**config.mk**
```make
export PLATFORM = sky130hd
export DESIGN_NAME = rst_seq
export DESIGN_NICKNAME = d
export VERILOG_FILES = /design/src/rtl/rst_pkg.sv /design/src/rtl/stdsync.sv /design/src/rtl/rst_seq.sv
export SDC_FILE = /design/constraint.sdc
export NUM_CORES = 1
export LEC_CHECK = 0
export BUFFER_PORTS_ARGS = -buffer_cell sky130_fd_sc_hd__buf_2
export CORE_ASPECT_RATIO = 0.8
export CORE_MARGIN = 2
export CORE_UTILIZATION = 50
export CTS_CLUSTER_DIAMETER = 150
export DETAILED_ROUTE_END_ITERATION = 6
export GPL_TIMING_DRIVEN = 0
export MAX_ROUTING_LAYER = met4
export PLACE_DENSITY = 0.78
export SYNTH_ARGS = -nofsm -noshare
export SYNTH_HDL_FRONTEND = slang
export SYNTH_SLANG_ARGS = --single-unit
```
**constraint.sdc**
```tcl
create_clock -name clk -period 2.1 [get_ports clk]
set_clock_uncertainty 0.1 [all_clocks]
set_input_delay 0.42 -clock clk [delete_from_list [all_inputs] [get_ports clk]]
set_output_delay 0.42 -clock clk [all_outputs]
set_load 0.01 [all_outputs]
```
**src/rtl/rst_pkg.sv**
```systemverilog
// Shared types for the reset sequencer: FSM states, reset-cause codes and
// a constant helper used to size the cycle counter.
package rst_pkg;

  typedef enum logic [1:0] {
    ASSERT  = 2'd0,
    HOLD    = 2'd1,
    RELEASE = 2'd2,
    RUN     = 2'd3
  } state_e;

  typedef enum logic [1:0] {
    CAUSE_POR  = 2'b00,
    CAUSE_EXT  = 2'b01,
    CAUSE_SW   = 2'b10,
    CAUSE_RSVD = 2'b11
  } cause_e;

  function automatic int max_int(input int a, input int b);
    return (a > b) ? a : b;
  endfunction

endpackage

```
**src/rtl/stdsync.sv**
```systemverilog
// N-stage single-bit synchroniser; all stages load RST_VAL while rst is high.
module stdsync #(
  parameter int   STAGES  = 2,
  parameter logic RST_VAL = 1'b0
) (
  input  logic clk,
  input  logic rst,
  input  logic d,
  output logic q
);

  logic [STAGES-1:0] sync_q;
  logic [STAGES-1:0] sync_d;

  always_comb begin
    sync_d = {sync_q[STAGES-2:0], d};
  end

  always_ff @(posedge clk) begin
    if (rst) begin
      sync_q <= {STAGES{RST_VAL}};
    end else begin
      sync_q <= sync_d;
    end
  end

  assign q = sync_q[STAGES-1];

endmodule

```
**src/rtl/rst_seq.sv**
```systemverilog
// Reset sequencer: holds all channels in reset for HOLD_CYCLES after the last
// request, then releases channel 0..NCH-1 in order, GAP_CYCLES apart.
module rst_seq
  import rst_pkg::*;
#(
  parameter int NCH         = 3,
  parameter int SYNC_STAGES = 2,
  parameter int HOLD_CYCLES = 16,
  parameter int GAP_CYCLES  = 4
) (
  input  logic           clk,
  input  logic           rst,
  input  logic           ext_rst_n,
  input  logic           sw_rst_req,
  output logic [NCH-1:0] o_rst_n,
  output logic           o_busy,
  output logic           o_done,
  output logic [1:0]     o_cause
);

  localparam int CNT_W = $clog2(max_int(HOLD_CYCLES, GAP_CYCLES) + 1);
  localparam int IDX_W = (NCH > 1) ? $clog2(NCH) : 1;

  if (NCH < 1) begin : g_bad_nch
    $error("rst_seq: NCH must be >= 1");
  end
  if (SYNC_STAGES < 2) begin : g_bad_sync
    $error("rst_seq: SYNC_STAGES must be >= 2");
  end
  if (HOLD_CYCLES < 1) begin : g_bad_hold
    $error("rst_seq: HOLD_CYCLES must be >= 1");
  end
  if (GAP_CYCLES < 1) begin : g_bad_gap
    $error("rst_seq: GAP_CYCLES must be >= 1");
  end

  logic sync_ext_n;

  stdsync #(
    .STAGES (SYNC_STAGES),
    .RST_VAL(1'b0)
  ) u_ext_sync (
    .clk(clk),
    .rst(rst),
    .d  (ext_rst_n),
    .q  (sync_ext_n)
  );

  state_e           state_q, state_d;
  logic [CNT_W-1:0] cnt_q, cnt_d;
  logic [IDX_W-1:0] idx_q, idx_d;
  logic [NCH-1:0]   rst_n_q, rst_n_d;
  logic             busy_q, busy_d;
  logic             done_q, done_d;
  cause_e           cause_q, cause_d;
  // Set once the synchroniser has shown a released input since rst; until then a
  // low synchroniser output is only its own reset value, so the cause stays POR.
  logic             armed_q, armed_d;

  logic ext_req;
  logic req;

  always_comb begin
    ext_req = ~sync_ext_n;
    req     = ext_req | sw_rst_req;

    state_d = state_q;
    cnt_d   = cnt_q;
    idx_d   = idx_q;
    rst_n_d = rst_n_q;
    cause_d = cause_q;
    armed_d = armed_q | sync_ext_n;

    if (req) begin
      state_d = ASSERT;
      cnt_d   = '0;
      idx_d   = '0;
      rst_n_d = '0;
      if (ext_req && armed_q) begin
        cause_d = CAUSE_EXT;
      end else if (sw_rst_req) begin
        cause_d = CAUSE_SW;
      end
    end else begin
      unique case (state_q)
        ASSERT: begin
          state_d = HOLD;
          cnt_d   = '0;
        end
        HOLD: begin
          if (cnt_q == CNT_W'(HOLD_CYCLES - 1)) begin
            cnt_d      = '0;
            rst_n_d[0] = 1'b1;
            if (NCH == 1) begin
              state_d = RUN;
            end else begin
              state_d = RELEASE;
              idx_d   = IDX_W'(1);
            end
          end else begin
            cnt_d = cnt_q + CNT_W'(1);
          end
        end
        RELEASE: begin
          if (cnt_q == CNT_W'(GAP_CYCLES - 1)) begin
            cnt_d   = '0;
            rst_n_d = rst_n_q | (NCH'(1) << idx_q);
            if (idx_q == IDX_W'(NCH - 1)) begin
              state_d = RUN;
            end else begin
              idx_d = idx_q + IDX_W'(1);
            end
          end else begin
            cnt_d = cnt_q + CNT_W'(1);
          end
        end
        RUN: begin
          rst_n_d = '1;
        end
        default: begin
          state_d = ASSERT;
          rst_n_d = '0;
        end
      endcase
    end

    done_d = (state_d == RUN);
    busy_d = ~done_d;
  end

  always_ff @(posedge clk) begin
    if (rst) begin
      state_q <= ASSERT;
      cnt_q   <= '0;
      idx_q   <= '0;
      rst_n_q <= '0;
      busy_q  <= 1'b1;
      done_q  <= 1'b0;
      cause_q <= CAUSE_POR;
      armed_q <= 1'b0;
    end else begin
      state_q <= state_d;
      cnt_q   <= cnt_d;
      idx_q   <= idx_d;
      rst_n_q <= rst_n_d;
      busy_q  <= busy_d;
      done_q  <= done_d;
      cause_q <= cause_d;
      armed_q <= armed_d;
    end
  end

  assign o_rst_n = rst_n_q;
  assign o_busy  = busy_q;
  assign o_done  = done_q;
  assign o_cause = cause_q;

endmodule

```
==> metrics.md <==
| Metric | Value |
|---|---|
| Outcome | `finished clean` |
| Commonest cells post-synth | `dfxtp_1, a21oi_1, ha_1` |
| Synth top area share | `0.402` |
| Cells after Synth | `104` |
| Unrepaired setup endpoints after global routing | `false` |
| Vias per cell | `5.30` |
| Arr. time, crit path | `2.07 ns` |
| 1st-iter DRT viols | `11` |
| Hold_buf cts | `0` |
| Worst-Margin Slew | `0.502 ns` |
| Pins Over Slew Limit | `0` |
| I/O Pins | `11` |
| Crit. End Element | `flip-flop` |
| CP Launch Type | `flip-flop` |
| Max-Cap Viols | `0` |
| CP startpoint | `cnt_q[0]` |
| Share of cells above drive strength 1 | `0.153` |
| Worst path slowest cell | `dfxtp_1` |
| DRC | `0` |
| P&R area growth vs syn | `11.2%` |
| Fmax | `523 MHz` |
| H-tree depth | `1` |
| Netlist Area Pre-Place | `947 um2` |
| Slowest Stage Delay on Critical Path | `0.34 ns` |
| Port Buf Inserts | `10` |
| Buffer count from post-CTS setup fixing | `0` |
| Starting density of the core | `0.515` |
| Post-synthesis sequential area ratio | `0.402` |
| Most used DFF post-synth | `dfxtp_1` |
| Clk Latency, worst-skew pair | `0.31 ns` |
| WS Path Type | `flip-flop to flip-flop` |
| Layout Nets | `134` |
| Total core area | `between 0.0015 and 0.002 mm2` |
| Worst reg2reg path depth | `7` |
| Largest net degree at the start of global routing | `11` |
| Tcrit/Tclk final | `0.911` |
| Drt pass-1 iters | `4` |
| Initial antenna violation count | `0` |
| Most common cell in the netlist | `dfxtp_1` |
| Peak supply drop | `433 uV` |
| Final setup vio count | `0` |
| Synth area leaders | `dfxtp_1, ha_1, a21oi_1, inv_1, nor2_1` |
| Synth Warn # | `0` |
| Worst hold path endpoint | `u_ext_sync.sync_q[0]` |
| Min-Delay Path Depth | `2` |
| DP Worst Slack | `roughly 0.2 ns` |
| Total gr overflow | `0` |
| Total negative slack | `0 ns` |
| Synth cell types | `30` |
| First-pass GRT wire length | `between 2 and 3 mm` |
| Root Driver | `clkbuf_4` |
| Dpl hpwl | `1.34 mm` |
| CTS sink count | `19` |
| FF+latch count, synth | `19` |
| PnR worst setup slack | `0.186 ns` |
| Chip Width | `52.7 um` |
| CP Max Fanout | `4` |
| PwrDens | `between 500 and 600 mW/mm2` |
| Worst slew margin | `0.665` |
| DIE AREA | `0.00226 mm2` |
| Clk buf depth | `2` |
| Min Tclk post-route | `about 1.9 ns` |
| Die height | `42.9 um` |
| Syn Nets | `between 100 and 150` |
| DRT Wirelength | `1.71 mm` |
| Antenna-violating nets left | `0` |
| Hold WC Path Type | `input pin to flip-flop` |
| Worst endpoint required time | `2.26 ns` |
| Worst hold start | `ext_rst_n` |
| Gr usage total | `0.187` |
| Critical path's most frequent cell | `ha_1` |
| Total number of vias | `752` |
| Clock slew at reported path FFs | `0.11 ns` |
| R2R Path End | `o_done` |
| Worst reg2reg path startpoint | `cnt_q[0]` |
| Crit-path cells | `ha_1, and3_1, ha_1, nor2b_1, nor3_1, o22ai_2, and2_1` |
| CTS tree | `built` |
| Post-synth top area cell | `dfxtp_1` |
| Lkg Pwr | `0.447 nW` |
| # resized after CTS | `0` |
| Number of global-route vias before repair | `714` |
| CTS Buf Count | `3` |
| Post-Syn Area per Cell | `9.11 um2` |
| Fill count | `about 190` |
| Synth async-reset ratio | `0` |
| Worst R2R Setup Slack | `0.19 ns` |
| # rows | `14` |
| EDFF count, synth | `0` |
| Footprint of the multi-input gates | `about 520 um2` |
| GP Congestion | `0.840` |
| FF+latch area | `around 380 um2` |
| Routed len/inst | `roughly 12 um` |
| Final hold vios | `0` |
| Antenna diode count | `0` |
worst max-delay path by stage:
stage,to,slack (ns),depth (start not counted)
floorplan,idx_q[0],0.41,5
global placement,o_done,0.30,7
detailed placement,o_done,0.21,7
CTS,o_done,0.19,7
global route,o_done,0.10,7
finish,o_done,0.19,7
worst max-delay path, delay by kind of cell, from the launching register on:
family / cells / cell delay, ns
AOI/OAI and AO/OA: 1 / 0.20
adders and majority gates: 2 / 0.44
DFF: 1 / 0.34
and+or+nand+nor: 4 / 0.78
logic make-up after synthesis:
family | count (synthesis) | synth area share
AOI/OAI and AO/OA | 25 | 0.184
and+or+nand+nor | 36 | 0.211
buffers and inverters | 12 | 0.0489
adders and majority gates | 11 | 0.145
DFF | 19 | 0.402
xor gates and xnor gates | 1 | 0.00925
sequential cells by signal, summed over array words and instances (netlist names):
name / flops
o_busy: 1
armed_q: 1
cnt_q: 5
u_ext_sync.sync_q: 2
o_done: 1
idx_q: 2
o_cause: 2
state_q: 2
o_rst_n: 3
power by group:
group          internal (mW)  switching [mW]  total (mW)  leakage, nW
clock network         0.0742           0.112       0.186       0.0150
registers              0.366         0.00258       0.368        0.154
logic                 0.0107          0.0121      0.0227        0.278
per-layer routing:
layer | routed length [um] | vias to the layer above | GRT usage
met4 | 32 | 0 | 0.0821
met5 | 0 | - | -
met3 | 76 | 4 | 0.0634
met2 | 786 | 15 | 0.285
met1 | 813 | 348 | 0.222
li1 | - | 385 | -
cells in the final DEF (no fill, tap or decap), types with 2 or more instances in the layout:
| cell type | synthesis | layout |
|---|---|---|
| dfxtp_1 | 19 | 19 |
| a21oi_1 | 13 | 13 |
| buf_2 | 1 | 11 |
| ha_1 | 11 | 11 |
| inv_1 | 9 | 9 |
| nor2_1 | 8 | 8 |
| nand2_1 | 6 | 6 |
| nor3_1 | 4 | 4 |
| nor2b_1 | 4 | 4 |
| nand2b_1 | 3 | 3 |
| a21o_1 | 3 | 3 |
| clkbuf_1 | 2 | 3 |
| clkbuf_4 | 0 | 3 |
| nand3b_1 | 2 | 2 |
| nand3_1 | 2 | 2 |
| nand4_1 | 2 | 2 |
through the flow:
| step | std cells | cell area (um2) | utilization | hold slack [ns] | power (mW) |
|---|---|---|---|---|---|
| floorplan | 104 | 947 | - | 0.314 | 0.390 |
| global placement | 138 | 1030 | 0.559 | 0.319 | 0.398 |
| detailed placement | 138 | 1030 | 0.559 | 0.354 | 0.400 |
| CTS | 142 | 1050 | 0.573 | 0.219 | 0.587 |
| global route | 142 | 1050 | 0.573 | 0.228 | 0.603 |
| finish | 142 | 1050 | 0.573 | 0.227 | 0.577 |
area by class of cell:
class                           instances  area share
Multi-Input combinational cell         73       0.494
Sequential cell                        19       0.361
Timing Repair Buffer                   10      0.0475
Inverter                                9      0.0321
Tap cell                               24      0.0285
Clock buffer                            4      0.0249
Buffer                                  3      0.0119
(Power assumes the default switching activity.)
